--- src/rtl/autoconfig_pkg.sv ---
// Shared definitions for the multi-board Zorro III AutoConfig responder:
// FSM state encoding, writable register indices, manufacturer ID and the
// address-mask helper used for board decode.
package autoconfig_pkg;

  typedef enum logic [1:0] {
    ST_IDLE  = 2'd0,
    ST_START = 2'd1,
    ST_DATA  = 2'd2,
    ST_END   = 2'd3
  } state_t;

  localparam logic [6:0]  IDX_BASE   = 7'h11;
  localparam logic [6:0]  IDX_SHUTUP = 7'h13;
  localparam logic [15:0] MFG_ID     = 16'h07DB;

  // Mask over A31..A24 that keeps the top (32 - log2) address bits,
  // e.g. 24 -> 8'hFF, 26 -> 8'hFC, 28 -> 8'hF0.
  function automatic logic [7:0] size_mask(input logic [4:0] log2);
    logic [4:0] sh;
    sh = log2 - 5'd24;
    return 8'hFF << sh[2:0];
  endfunction

endpackage

--- src/rtl/autoconfig_rom.sv ---
// Combinational AutoConfig nibble lookup for the board selected by ptr.
// Ports:
//   ptr     - board currently presented on the slot
//   cfg_idx - nibble register index
//   nibble  - value returned to the bus (IDs and serial already inverted)
module autoconfig_rom
  import autoconfig_pkg::*;
#(
  parameter int          NUM_BOARDS = 2,
  parameter logic [19:0] SIZE_LOG2  = {4{5'd26}},
  parameter logic [31:0] PROD_ID    = {4{8'h72}},
  parameter logic [31:0] SERIAL     = 32'd421
) (
  input  logic [2:0] ptr,
  input  logic [6:0] cfg_idx,
  output logic [3:0] nibble
);

  localparam logic [2:0] LAST = 3'(NUM_BOARDS - 1);

  logic [1:0]  b;
  logic [4:0]  sl;
  logic [2:0]  sz_code;
  logic [7:0]  pid;
  logic [31:0] ser;
  logic        chain;

  // Only ptr values below NUM_BOARDS are ever presented, so two bits
  // select the per-board parameter slice.
  assign b       = ptr[1:0];
  assign sl      = SIZE_LOG2[5*b +: 5];
  assign sz_code = 3'(sl - 5'd24);
  assign pid     = PROD_ID[8*b +: 8];
  assign ser     = SERIAL + {29'd0, ptr};
  assign chain   = (ptr != LAST);

  always_comb begin
    nibble = 4'hF;
    case (cfg_idx)
      7'h00: nibble = 4'b1010;
      7'h01: nibble = {chain, sz_code};
      7'h02: nibble = ~pid[7:4];
      7'h03: nibble = ~pid[3:0];
      7'h04: nibble = ~4'b1011;
      7'h05: nibble = ~4'b0001;
      7'h08: nibble = ~MFG_ID[15:12];
      7'h09: nibble = ~MFG_ID[11:8];
      7'h0A: nibble = ~MFG_ID[7:4];
      7'h0B: nibble = ~MFG_ID[3:0];
      7'h0C: nibble = ~ser[31:28];
      7'h0D: nibble = ~ser[27:24];
      7'h0E: nibble = ~ser[23:20];
      7'h0F: nibble = ~ser[19:16];
      7'h10: nibble = ~ser[15:12];
      7'h11: nibble = ~ser[11:8];
      7'h12: nibble = ~ser[7:4];
      7'h13: nibble = ~ser[3:0];
      7'h20: nibble = 4'h0;
      7'h21: nibble = 4'h0;
      default: nibble = 4'hF;
    endcase
  end

endmodule

--- src/rtl/autoconfig_multi.sv ---
// Zorro III AutoConfig responder presenting NUM_BOARDS logical memory boards
// one after another on a single CFGIN_n/CFGOUT_n slot, plus the one-hot RAM
// select decode for the configured boards.
// Ports:
//   CLK, RESET        - clock, synchronous active-high reset
//   ADDRH, CFG_IDX    - A31..A24 and decoded config nibble index
//   CFG_SPACE, FC     - config-space flag and function code
//   FCS_n, DS_n, READ - bus strobes and direction (synchronous to CLK)
//   CFGIN_n, CFGOUT_n - slot config chain
//   DIN, DOUT         - write byte D31..D24 / read nibble
//   DTACK             - config cycle acknowledge
//   AUTOCONFIG_CYCLE  - current bus cycle is addressed to this responder
//   CONFIGURED, BASE  - per-board configured flag and latched base
//   RAM_SEL           - one-hot board hit, lowest index wins
//
// state    | meaning
// ST_IDLE  | waiting for FCS_n with a cycle addressed to us
// ST_START | FCS_n low, waiting for DS_n (FCS_n high aborts)
// ST_DATA  | one cycle: latch read nibble or perform write
// ST_END   | DTACK asserted until FCS_n returns high
module autoconfig_multi
  import autoconfig_pkg::*;
#(
  parameter int          NUM_BOARDS = 2,
  parameter logic [19:0] SIZE_LOG2  = {4{5'd26}},
  parameter logic [31:0] PROD_ID    = {4{8'h72}},
  parameter logic [31:0] SERIAL     = 32'd421
) (
  input  logic                    CLK,
  input  logic                    RESET,
  input  logic [7:0]              ADDRH,
  input  logic [6:0]              CFG_IDX,
  input  logic                    CFG_SPACE,
  input  logic [2:0]              FC,
  input  logic                    FCS_n,
  input  logic                    DS_n,
  input  logic                    READ,
  input  logic                    CFGIN_n,
  input  logic [7:0]              DIN,
  output logic [3:0]              DOUT,
  output logic                    DTACK,
  output logic                    CFGOUT_n,
  output logic                    AUTOCONFIG_CYCLE,
  output logic [NUM_BOARDS-1:0]   CONFIGURED,
  output logic [8*NUM_BOARDS-1:0] BASE,
  output logic [NUM_BOARDS-1:0]   RAM_SEL
);

  localparam logic [2:0] NB   = 3'(NUM_BOARDS);
  localparam logic [2:0] LAST = 3'(NUM_BOARDS - 1);

  state_t                state;
  logic [2:0]            ptr;
  logic                  fcs_q;
  logic                  cfgout_q;
  logic                  vs_meta, vs;
  logic [NUM_BOARDS-1:0] conf_q, shut_q, hit;
  logic [7:0]            base_q [NUM_BOARDS];
  logic [3:0]            rom_nib;
  logic                  ac, cur_done, advance;
  logic                  unused_fc2;

  assign unused_fc2 = FC[2];

  always_ff @(posedge CLK) begin
    if (RESET) begin
      vs_meta <= 1'b0;
      vs      <= 1'b0;
    end else begin
      vs_meta <= FC[1] ^ FC[0];
      vs      <= vs_meta;
    end
  end

  assign ac = CFG_SPACE & ~CFGIN_n & cfgout_q & vs & (ptr < NB);

  always_comb begin
    cur_done = 1'b0;
    for (int k = 0; k < NUM_BOARDS; k++)
      if (ptr == 3'(k)) cur_done = conf_q[k] | shut_q[k];
  end

  // The pointer moves on only once the bus cycle that finished the current
  // board has fully ended, so the host sees the next board on its next cycle.
  assign advance = ~fcs_q & FCS_n & cur_done & (ptr < NB);

  autoconfig_rom #(
    .NUM_BOARDS(NUM_BOARDS),
    .SIZE_LOG2 (SIZE_LOG2),
    .PROD_ID   (PROD_ID),
    .SERIAL    (SERIAL)
  ) u_rom (
    .ptr    (ptr),
    .cfg_idx(CFG_IDX),
    .nibble (rom_nib)
  );

  always_ff @(posedge CLK) begin
    if (RESET) begin
      state    <= ST_IDLE;
      ptr      <= 3'd0;
      fcs_q    <= 1'b1;
      DTACK    <= 1'b0;
      DOUT     <= 4'h0;
      cfgout_q <= 1'b1;
      conf_q   <= '0;
      shut_q   <= '0;
      for (int k = 0; k < NUM_BOARDS; k++) base_q[k] <= 8'hFF;
    end else begin
      fcs_q <= FCS_n;
      if (advance) begin
        ptr <= ptr + 3'd1;
        if (ptr == LAST) cfgout_q <= 1'b0;
      end
      case (state)
        ST_IDLE: begin
          if (!FCS_n && ac) state <= ST_START;
        end
        ST_START: begin
          if (FCS_n)      state <= ST_IDLE;
          else if (!DS_n) state <= ST_DATA;
        end
        ST_DATA: begin
          DOUT <= rom_nib;
          if (!READ) begin
            for (int k = 0; k < NUM_BOARDS; k++) begin
              if (ptr == 3'(k)) begin
                if (CFG_IDX == IDX_BASE) begin
                  base_q[k] <= DIN;
                  conf_q[k] <= 1'b1;
                end
                if (CFG_IDX == IDX_SHUTUP) shut_q[k] <= 1'b1;
              end
            end
          end
          state <= ST_END;
        end
        ST_END: begin
          if (FCS_n) begin
            state <= ST_IDLE;
            DTACK <= 1'b0;
          end else begin
            DTACK <= 1'b1;
          end
        end
        default: state <= ST_IDLE;
      endcase
    end
  end

  for (genvar k = 0; k < NUM_BOARDS; k++) begin : g_board
    localparam logic [7:0] MASK = size_mask(SIZE_LOG2[5*k +: 5]);
    assign BASE[8*k +: 8] = base_q[k];
    assign hit[k] = conf_q[k] & ~shut_q[k] & vs &
                    (((ADDRH ^ base_q[k]) & MASK) == 8'h00);
  end

  always_comb begin
    RAM_SEL = '0;
    for (int k = NUM_BOARDS - 1; k >= 0; k--)
      if (hit[k]) RAM_SEL = NUM_BOARDS'(1) << k;
  end

  assign CONFIGURED       = conf_q;
  assign CFGOUT_n         = cfgout_q;
  assign AUTOCONFIG_CYCLE = ac;

endmodule

--- config.mk ---
export PLATFORM = sky130hd
export DESIGN_NAME = autoconfig_multi
export DESIGN_NICKNAME = d
export VERILOG_FILES = /design/src/rtl/autoconfig_pkg.sv /design/src/rtl/autoconfig_rom.sv /design/src/rtl/autoconfig_multi.sv
export SDC_FILE = /design/constraint.sdc
export NUM_CORES = 1
export LEC_CHECK = 0
export ABC_AREA = 1
export ABC_CLOCK_PERIOD_IN_PS = 1700
export CAP_MARGIN = 15
export CORE_UTILIZATION = 46
export DETAILED_ROUTE_END_ITERATION = 8
export GPL_TIMING_DRIVEN = 0
export PLACE_DENSITY = 0.8
export SETUP_SLACK_MARGIN = 0.02
export SLEW_MARGIN = 20
export SYNTH_ARGS = -nofsm -noshare
export SYNTH_HDL_FRONTEND = slang
export SYNTH_SLANG_ARGS = --single-unit
--- constraint.sdc ---
create_clock -name CLK -period 1.7 [get_ports CLK]
set_input_delay 0.255 -clock CLK [delete_from_list [all_inputs] [get_ports CLK]]
set_output_delay 0.255 -clock CLK [all_outputs]
set_load 0.1 [all_outputs]
==> qor.yml <==
finish:
  final_cell_area_um2: 2770
  layout.core_utilization: 0.734
  post_route_cells_drive_above_1_share: 0.214
  areaGrowthSynthToFinish_pct: 48.0
  nFillCells: 296
  final_nets: 348
  insertedDiodeCount: 0
setup_path:
  crit_arrival_ps: 1530
  critical_path_class: "reg -> out"
  critical_path.max_stage_delay_ps: 420
  worstPathRequired_ps: 1440
  cp-startpoint: "base_q[0][2]"
  critPathSlowestCell: "sky130_fd_sc_hd__edfxtp_1"
  r2r_start: "ptr[1]"
  crit_path_cell_trace: "or2_2 -> nand4_1 -> nor2_4 -> nor2_4 -> buf_12"
  critPathLaunchType: "flop"
  element_type_at_the_critical_path_end: "primary output"
  crit_path_frequent_cell: "sky130_fd_sc_hd__nor2_4"
  critPathMaxFanout: 3
logic_synthesis:
  post-synth-top-count-cell: "sky130_fd_sc_hd__nand2_1"
  syn_avg_cell_area_um2: 7.57
  synth.top_cells.by_area: "sky130_fd_sc_hd__edfxtp_1 26%, sky130_fd_sc_hd__dfxtp_1 19%, sky130_fd_sc_hd__nand2_1 13%"
  synth_top_area_share: 0.257
  ys.warnings.count: 0
  postSynthRegisterBits: 34
  synth_flop_cell: "sky130_fd_sc_hd__dfxtp_1"
  synth-seq-area-share: 0.450
  syn_inst: 247
  leading_post_synthesis_cells_by_instance_count: "64 x sky130_fd_sc_hd__nand2_1, 41 x sky130_fd_sc_hd__inv_1, 35 x sky130_fd_sc_hd__nor2_1"
  synth_async_reset_ratio: 0
  syn_nets: 283
  yosys.area.top_type: "sky130_fd_sc_hd__edfxtp_1"
  mappedNetlistArea_um2: 1870
  number_of_synthesized_flops_with_an_enable_pin: 16
  synth_cell_type_count: 26
sta:
  hold-worst-slack_ps: 402
  min_period_ps: 1790
  finalSetupViolations: 1
  rsz0062_at_grt: "yes"
  clock.fmax_mhz: 559
  tightestPinTransition_ps: 554
  layout_setup_ws_ps: -87.4
  slew-limit-headroom: 0.632
  hold_violations: 0
  final_max_slew_viol_count: 0
  setup_clock_skew_after_layout_ps: 6.47
  layout_worst_path_cycle_share: 1.05
floorplanning:
  floorplan.die.height_um: 65.7
  die_area_um2: 4320
  io_pins: 60
  rows: 22
  start_util: 0.496
  core_region_area_um2: 3770
  chipWidth_um: 65.7
global_routing:
  number_of_global_route_vias_before_repair: 1654
  initial_antenna_violation_count: 0
  global_route.overflow_total: 0
  first_pass_grt_wire_length_mm: 6.96
  global_route.usage.total: 0.216
  maximum_number_of_pins_on_one_net_before_global_route_repair: 13
route:
  drt.antenna.violating_nets: 0
  drt_iter0_drc: 36
  detail_route.wl_per_cell_um: 11.7
  drtPass1Iterations: 4
  drc: 0
  detail_route.vias_per_cell: 5.01
  drt_wl_total_mm: 4.23
  number_of_vias_in_the_routed_layout: 1808
cts:
  clock_pin_transition_on_the_worst_setup_and_hold_timing_paths_ps: 70
  ctsHtreeMaxLevel: 2
  tritoncts: "built"
  cts.sink_count: 34
  cts_made_buffers: 5
  clock-root-buffer: "sky130_fd_sc_hd__clkbuf_8"
  maximum_number_of_buffers_from_clock_root_to_sink: 2
  worst_skew_pair_latency_ps: 290
power:
  worst_ir_drop_vdd_mv: 0.569
  static-leakage-power_nw: 1.14
  design_power_total_mw: 1.94
  cellPowerDensity_nw_per_um2: 700
placed_design:
  place_area_um2: 2510
  placement.io_buffers: 56
  global_placer_s_final_weighted_congestion: 0.878
  hpwl_mm: 3.13
run_status:
  violations: "setup timing"
  run_status: "complete, but fails checks"
hold_path:
  min_delay_worst_type: "reg -> reg"
  timing.hold.worst.start: "vs_meta"
run:
  cap_viol_max_count: 0
==> cells in the final DEF, fill, tap and decap left out, types with 7 or more instances in the layout <==
cell type                         count
sky130_fd_sc_hd__xnor2_1              9
sky130_fd_sc_hd__nand2_1             60
sky130_fd_sc_hd__dlygate4sd2_1        7
sky130_fd_sc_hd__a21oi_1             13
sky130_fd_sc_hd__nand3_1             11
sky130_fd_sc_hd__clkdlybuf4s50_1     17
sky130_fd_sc_hd__o21ai_0              8
sky130_fd_sc_hd__clkdlybuf4s15_2     23
sky130_fd_sc_hd__inv_1               39
sky130_fd_sc_hd__edfxtp_1            16
sky130_fd_sc_hd__dfxtp_1             15
sky130_fd_sc_hd__nor2_1              30
==> cell families after synthesis <==
family / Yosys count / synth area share
AOI/OAI and AO/OA: 26 / 0.0817
xor gates and xnor gates: 9 / 0.0422
adders and majority gates: 3 / 0.0201
buffers and inverters: 45 / 0.0904
DFF: 34 / 0.450
and+or+nand+nor: 130 / 0.316
==> per-stage QoR <==
step / setup WS [ps] / TNS [ps] / instances
6_report: -87.4 / -87.4 / 361
5_1_grt: -159 / -223 / 361
4_1_cts: -70.7 / -133 / 359
3_5_place_dp: -1050 / -12120 / 351
3_3_place_gp: -1020 / -11820 / 351
2_1_floorplan: -671 / -1070 / 247
==> timing repair <==
action / 4_1_cts / 5_1_grt
setup buffers: 0 / 2
hold buffers: 0 / 0
setup endpoints to repair: 54 / 36
pin swaps: 8 / 7
gates resized for setup: 105 / 17
==> layer usage <==
metal  global-route usage  vias to the layer above  share of wire
met5                    0                        -              0
met4               0.0734                        0          0.011
met3               0.0521                        5          0.062
met2                0.386                       65           0.50
met1                0.248                      833           0.43
li1                     -                      905              -
==> flip-flops by register name, summed over array words and instances (netlist names), named ones only <==
name / cells
base_q: 16
DOUT: 4
ptr: 3
CONFIGURED: 2
shut_q: 2
CFGOUT_n: 1
DTACK: 1
fcs_q: 1
state: 1
vs: 1
vs_meta: 1
==> final cells by class <==
type	count	area, um2	share of cell area
buffer	2	7.51	0.00271
timing repair buffer	58	637	0.230
sequential	34	845	0.305
inverter	43	165	0.0597
clock buffer	5	68.8	0.0249
tap	48	60.1	0.0217
multi-input combinational	168	915	0.331
clock inverter	3	68.8	0.0249
==> critical path, delay by kind of cell, from the launching register on <==
| kind | cells | cell delay (ps) |
|---|---|---|
| simple gates | 4 | 650 |
| flops | 1 | 420 |
| buf+inv | 1 | 180 |
==> final timing paths <==
check                        to  slack, ps  depth (start not counted)
hold reg to reg              vs        400                          2
hold / removal               vs        400                          2
setup reg to reg  base_q[0][15]        120                          6
setup / recovery     RAM_SEL[1]        -90                          5
==> report_power, final <==
group	total (mW)	switching (mW)	internal, mW
Sequential	0.863	0.00369	0.860
Clock	0.880	0.293	0.587
Combinational	0.194	0.108	0.0860
(Power assumes the default switching activity.)
